--- config.mk ---
export PLATFORM = sky130hd
export DESIGN_NAME = fetch_stage
export DESIGN_NICKNAME = d
export VERILOG_FILES = /design/src/rtl/fetch_stage.sv
export SDC_FILE = /design/constraint.sdc
export NUM_CORES = 1
export LEC_CHECK = 0
export BUFFER_PORTS_ARGS = -buffer_cell sky130_fd_sc_hd__buf_2
export CELL_PAD_IN_SITES_DETAIL_PLACEMENT = 1
export CELL_PAD_IN_SITES_GLOBAL_PLACEMENT = 1
export CORE_ASPECT_RATIO = 1.4
export CORE_MARGIN = 2
export CORE_UTILIZATION = 40
export DETAILED_ROUTE_END_ITERATION = 7
export GPL_TIMING_DRIVEN = 0
export PLACE_DENSITY = 0.88
export SYNTH_ARGS = -nofsm -noshare
export SYNTH_HDL_FRONTEND = slang
export SYNTH_SLANG_ARGS = --single-unit
--- constraint.sdc ---
create_clock -name clk -period 3.1 [get_ports clk]
set_input_delay 0.31 -clock clk [delete_from_list [all_inputs] [get_ports clk]]
set_output_delay 0.31 -clock clk [all_outputs]
set_load 0.03 [all_outputs]
--- src/rtl/fetch_stage.sv ---
// Instruction fetch stage: PC register, asynchronous ROM addressing and a 2-entry {pc, instr} queue.
// Optional FETCH_FAULT_EN macro adds misalignment/range checks with a sticky fault and HALT state.
module fetch_stage #(
  parameter logic [31:0] RESET_PC = 32'h0000_0000,
  parameter int unsigned ROM_AW   = 8
) (
  input  logic              clk,
  input  logic              rst,
  output logic [ROM_AW-1:0] rom_addr,
  input  logic [31:0]       rom_data,
  input  logic              redirect_valid,
  input  logic [31:0]       redirect_pc,
  output logic              out_valid,
  input  logic              out_ready,
  output logic [31:0]       out_instr,
  output logic [31:0]       out_pc,
  output logic              fault
);

  localparam logic [31:0] Nop = 32'h0000_0013;

  typedef enum logic {StRun, StHalt} state_e;

  state_e      state_q, state_d;
  logic [31:0] fetch_pc_q, fetch_pc_d;
  logic [1:0]  count_q, count_d;
  logic [31:0] pc_q    [2];
  logic [31:0] pc_d    [2];
  logic [31:0] instr_q [2];
  logic [31:0] instr_d [2];
  logic [31:0] seq_pc;
  logic        pop, push, tail;

  assign rom_addr  = fetch_pc_q[ROM_AW+1:2];
  assign out_valid = (count_q != 2'd0);
  assign out_instr = out_valid ? instr_q[0] : Nop;
  assign out_pc    = out_valid ? pc_q[0] : 32'h0;

  assign pop    = out_valid && out_ready;
  assign push   = (state_q == StRun) && !redirect_valid && ((count_q != 2'd2) || pop);
  assign seq_pc = fetch_pc_q + 32'd4;
  // Entry 0 is always the head; the write slot is the occupancy after this cycle's pop.
  assign tail   = count_q[1] | (count_q[0] & ~pop);

`ifdef FETCH_FAULT_EN
  logic fault_q, fault_d;
  assign fault = fault_q;
`else
  assign fault = 1'b0;
`endif

  always_comb begin
    state_d    = state_q;
    fetch_pc_d = fetch_pc_q;
    count_d    = count_q;
    pc_d       = pc_q;
    instr_d    = instr_q;
`ifdef FETCH_FAULT_EN
    fault_d    = fault_q;
`endif
    if (redirect_valid) begin
      // A same-cycle pop is still discarded along with the rest of the queue.
      count_d = 2'd0;
`ifdef FETCH_FAULT_EN
      if ((redirect_pc[1:0] != 2'b00) || (redirect_pc[31:ROM_AW+2] != '0)) begin
        fault_d = 1'b1;
        state_d = StHalt;
      end else begin
        fetch_pc_d = redirect_pc;
      end
`else
      fetch_pc_d = redirect_pc & ~32'h3;
`endif
    end else begin
      if (pop) begin
        pc_d[0]    = pc_q[1];
        instr_d[0] = instr_q[1];
      end
      if (push) begin
        pc_d[tail]    = fetch_pc_q;
        instr_d[tail] = rom_data;
`ifdef FETCH_FAULT_EN
        if (seq_pc[31:ROM_AW+2] != '0) begin
          fault_d = 1'b1;
          state_d = StHalt;
        end else begin
          fetch_pc_d = seq_pc;
        end
`else
        fetch_pc_d = seq_pc;
`endif
      end
      count_d = count_q + {1'b0, push} - {1'b0, pop};
    end
  end

  always_ff @(posedge clk) begin
    if (rst) begin
      state_q    <= StRun;
      fetch_pc_q <= RESET_PC;
      count_q    <= 2'd0;
      pc_q[0]    <= 32'h0;
      pc_q[1]    <= 32'h0;
      instr_q[0] <= Nop;
      instr_q[1] <= Nop;
`ifdef FETCH_FAULT_EN
      fault_q    <= 1'b0;
`endif
    end else begin
      state_q    <= state_d;
      fetch_pc_q <= fetch_pc_d;
      count_q    <= count_d;
      pc_q       <= pc_d;
      instr_q    <= instr_d;
`ifdef FETCH_FAULT_EN
      fault_q    <= fault_d;
`endif
    end
  end

endmodule

## Word-level counts from Yosys, hierarchy flattened

Cells that the tools add are included.

| storage, ports and cells | value |
|---|---|
| bits of input ports | 68 |
| flip-flop bits (word level) | 162 |

| operators by class | value |
|---|---|
| eq/ne operators | 1 |
| bitwise operators | 5 |
| reduce and logical (&&, ||, !) cells | 9 |
| add/subtract/negate cells | 3 |
| multiplexer cells | 14 |
| $lt $le $gt $ge | 2 |

Operators with widths:

| cell | number |
|---|---|
| $mux W32 | 9 |
| $bwmux W64 | 2 |
| $mux W64 | 2 |
| $add A32 B3 Y32 const B | 1 |
| $demux W32 S1 | 1 |
| $reduce_bool A2 Y1 | 2 |
| $logic_and A1 B1 Y1 | 3 |
| $add A2 B1 Y2 | 1 |
| $ge A2 B2 Y1 const B | 1 |
| $lt A2 B1 Y1 const B | 1 |
| $ne A2 B2 Y1 const B | 1 |
| $not A1 Y1 | 2 |
| $not A1 Y2 | 1 |
| $reduce_and A2 Y1 | 1 |
| $reduce_or A2 Y1 | 1 |
| $sub A2 B1 Y2 | 1 |
| $and A1 B1 Y1 | 1 |
| $logic_not A1 Y1 | 1 |
| $logic_or A1 B1 Y1 | 1 |
| $or A1 B1 Y1 | 1 |

## Longest topological paths before layout

| logic depth | value |
|---|---|
| word-level depth | 12 |
| depth in mapped cells | 10 |
| mapped depth without buffers | 8 |

## Least setup slack after synthesis

No wires, ideal clock.

| timing | value |
|---|---|
| kind | register to register |
| from | reg count_q[1] |
| to | reg count_q[1] |
| arrival | 2125 ps |
| setup time | 78 ps |
| cell stages (with the launch flop) | 11 |
| path buffers | 2 |
| setup slack | 897 ps |
| period minus slack after synthesis | 2203 ps |
| cell sequence | dfxtp_1 clkbuf_1 o21ai_1 clkbuf_1 inv_1 ha_1 inv_1 ha_1 xor2_1 and2_1 nor3_1 |

| on the way | value |
|---|---|
| longest elaborated chain between the ends | 6 |

RTL lines:

| what | RTL line | source |
|---|---|---|
| start, declared | 26 | `logic [1:0] count_q, count_d;` |
| start signal, assigned | 112 | `count_q <= count_d;` |
| $reduce_bool A2 Y1 | 35 | `assign out_valid = (count_q != 2'd0);` |
| $logic_and A1 B1 Y1 | 39 | `assign pop = out_valid && out_ready;` |
| $logic_or A1 B1 Y1 | 40 | `assign push = (state_q == StRun) && !redirect_valid && ((count_q != 2'd2) \|\| pop);` |
| $logic_and A1 B1 Y1 | 40 |  |
| $add A2 B1 Y2 | 93 | `count_d = count_q + {1'b0, push} - {1'b0, pop};` |
| $sub A2 B1 Y2 (*) | 93 |  |

Every way passes the cells marked *; elsewhere a longest branch is shown, timed or not.
A chain may end at the register's enable or synchronous reset.

## Final worst setup path

| timing | value |
|---|---|
| from | reg count_q[1] |
| to | out out_pc[3] |

| on the way | value |
|---|---|
| longest elaborated chain between the ends | 2 |

RTL lines:

| what | RTL line | source |
|---|---|---|
| $reduce_bool A2 Y1 | 35 |  |
| $mux W32 | 37 | `assign out_pc = out_valid ? pc_q[0] : 32'h0;` |
| end, declared | 16 | `output logic [31:0] out_pc,` |

Every way passes these cells.

==> reports/qor.csv <==
metric,value,unit
Netlist cell types,54,
detailed router's first-iteration violation count,461,
# IOs,142,
die height,172.4,um
post-synthesis area per instance,8.316,sq um
cell mode on critical path,clkbuf_1,
# rows,61,
highest clock rate,338.9,MHz
Initial Util,40.82,%
Nets,1201,
peak supply drop,389.9,uV
global placement routability congestion,0.8941,
GRT Resource Usage Total,26.17,%
R2R depth,10,
share of layout cells above drive strength 1,22.48,%
WHS Path Cells,3,
register area,3203,sq um
Mapped Cells,974,
Filler cells,2448,
period utilisation layout,95.19,%
"CP delay by family, top",buffers and inverters,
Critical Path Start Type,flop,
top cell type's share of synthesized area,39.54,%
TNS Setup,0,ns
Clock Tree Buf Depth,2,
dominant synthesized flop cell,dfxtp_1,
endpoints failing hold,0,
WS Path Type,flop to output pin,
DRC violations left,0,
clk slew on worst S/H paths,0.06,ns
CP endpoint kind,output pin,
post-route setup slack,0.1491,ns
Worst Hold Launch,rom_data[0],
Routed Antenna Nets,0,
CP Buf/Inv Count,4,
Post-Syn Nets,1045,
mapped cell area,8100,sq um
cts bufs inserted,17,
Worst-Skew Late Latency,0.43,ns
status,completed,
Placed Instance Area,9101,sq um
FF-to-FF Start,count_q[1],
clk root buf,clkbuf_16,
most frequent cells in the layout,"207 x nand2_1, 160 x dfxtp_1, 141 x buf_2, 73 x clkbuf_1, 67 x a21oi_1",
WP data required,2.79,ns
post-route cell area,9762,sq um
Synth Warn #,0,
DR vias,7957,
RSZ-0062 raised after global routing,no,
area delta synth->final,20.51,%
clk_skew,0.008325,ns
largest net degree at the start of global routing,17,
"most common cell after layout, fill and taps aside",nand2_1,
Tightest Pin Transition,1.269,ns
Crit-path slowest cell,clkbuf_1,
area of the multi-input gates,4466,sq um
clk sinks,160,
cell chain of the critical path,"clkbuf_1, or2_2, clkbuf_1, clkbuf_1, and2_1, buf_2",
LEAKAGE,3.792,nW
CTS Hold Buffers Added,0,
global-route wire length before repair,44.57,mm
TritonCTS clock tree,built,
Die W,124.3,um
PwrDens,546.3,nW/um^2
max-cap violations,0,
H-tree levels,4,
reg2reg setup slack,0.36,ns
DPL Wire Length,19.61,mm
worst-path fanout max,10,
Worst Hold Class,input port to flop,
Rel. slew slack,14.64,%
Post-synth EDFFs,0,
Routed WL per cell,20.30,um
WP data arrival,2.64,ns
Congestion Overflow GR,0,
first drt pass iteration count,5,
fraction of registers with async set/reset,0,%
total core area,19840,sq um
vias in the first global route,8390,
reg-to-reg endpoint,count_q[1],
fin crit period,2.951,ns
synth top area cells,"dfxtp_1 40%, nand2_1 9.6%, mux2_2 8.5%",
final core utilization,49.19,%
setup slack at placement,0.1662,ns
total die area,21420,sq um
vias per inst,5.704,
post-synthesis register bit count,160,
antenna violations before repair,0,
Max Slew Vio Count,0,
total power,5.333,mW
drt total wl,28.32,mm
Final Setup Violations,0,
sequential share of the synthesized area,39.54,%
post-synth top area cell,dfxtp_1,
I/O Buffers,137,
Antenna diodes,0,
CP peak stage delay,0.48,ns
## power by group
part           leakage [nW]  switching [mW]  internal [mW]  total (mW)
Clock                 0.320           0.880           1.49        2.37
Sequential             1.31          0.0958           2.15        2.25
Combinational          2.16           0.441          0.271       0.712
## worst reg2reg max path: stages, from the launching register on
cell	delay, ns
dfxtp_1	0.32
clkbuf_1	0.21
o21ai_2	0.48
clkbuf_1	0.57
inv_1	0.10
ha_1	0.30
inv_1	0.04
ha_1	0.19
xor2_1	0.15
and2_1	0.15
nor3_1	0.14
## routing by layer
| metal | part of all wire, % | track usage (%) | up-vias |
|---|---|---|---|
| li1 | - | - | 3716 |
| met1 | 39 | 29.35 | 3868 |
| met2 | 52 | 48.40 | 294 |
| met3 | 4.7 | 4.301 | 79 |
| met4 | 3.4 | 12.36 | 0 |
| met5 | 0 | 0 | - |
## through the flow
stage          hold slack (ns)  cells
2_1_floorplan           0.4337    974
3_3_place_gp            0.4400   1363
3_5_place_dp            0.4465   1363
4_1_cts                 0.1078   1395
5_1_grt                 0.1226   1395
6_report                0.1156   1395
## cells by family after synthesis
group | after synthesis | share of synthesized area [%]
buf+inv | 105 | 5.375
xor+xnor | 10 | 1.081
fa+ha+maj | 3 | 0.4634
compound gates | 186 | 14.40
simple gates | 387 | 23.08
flops | 160 | 39.54
other cells | 1 | 0.04629
mux | 122 | 16.02
## synth_stat cells, drive strengths merged (9+ instances only)
cell	instances
or4	11
nand3	12
dfxtp	160
a211oi	9
o22ai	59
mux2	61
and2	64
nor4	10
nand2	207
buf	20
inv	11
a21oi	67
mux2i	61
and3	11
a311oi	10
nor2	31
clkbuf	74
nand4	11
## cell type report
| cell class | count | area share, % |
|---|---|---|
| Buffer | 94 | 4.050 |
| Multi-Input combinational cell | 709 | 45.74 |
| Tap cell | 252 | 3.230 |
| Timing Repair Buffer | 137 | 7.024 |
| Inverter | 11 | 0.4230 |
| Clock buffer | 22 | 4.858 |
| Clock inverter | 10 | 1.858 |
| Sequential cell | 160 | 32.81 |
## what timing repair did
item	CTS	global route
gates resized for setup	0	3
buffers inserted	0	0
endpoints found under the setup margin	0	5
## worst max path at each step
stage / start / endpoint / cells past startpoint
6_report: count_q[1] / out_pc[3] / 6
4_1_cts: count_q[1] / count_q[1] / 10
3_5_place_dp: count_q[1] / count_q[1] / 10
3_3_place_gp: count_q[1] / count_q[1] / 10
5_1_grt: count_q[1] / out_pc[3] / 6
2_1_floorplan: count_q[1] / count_q[1] / 10
Note: power is estimated with default switching activity, not from simulation.
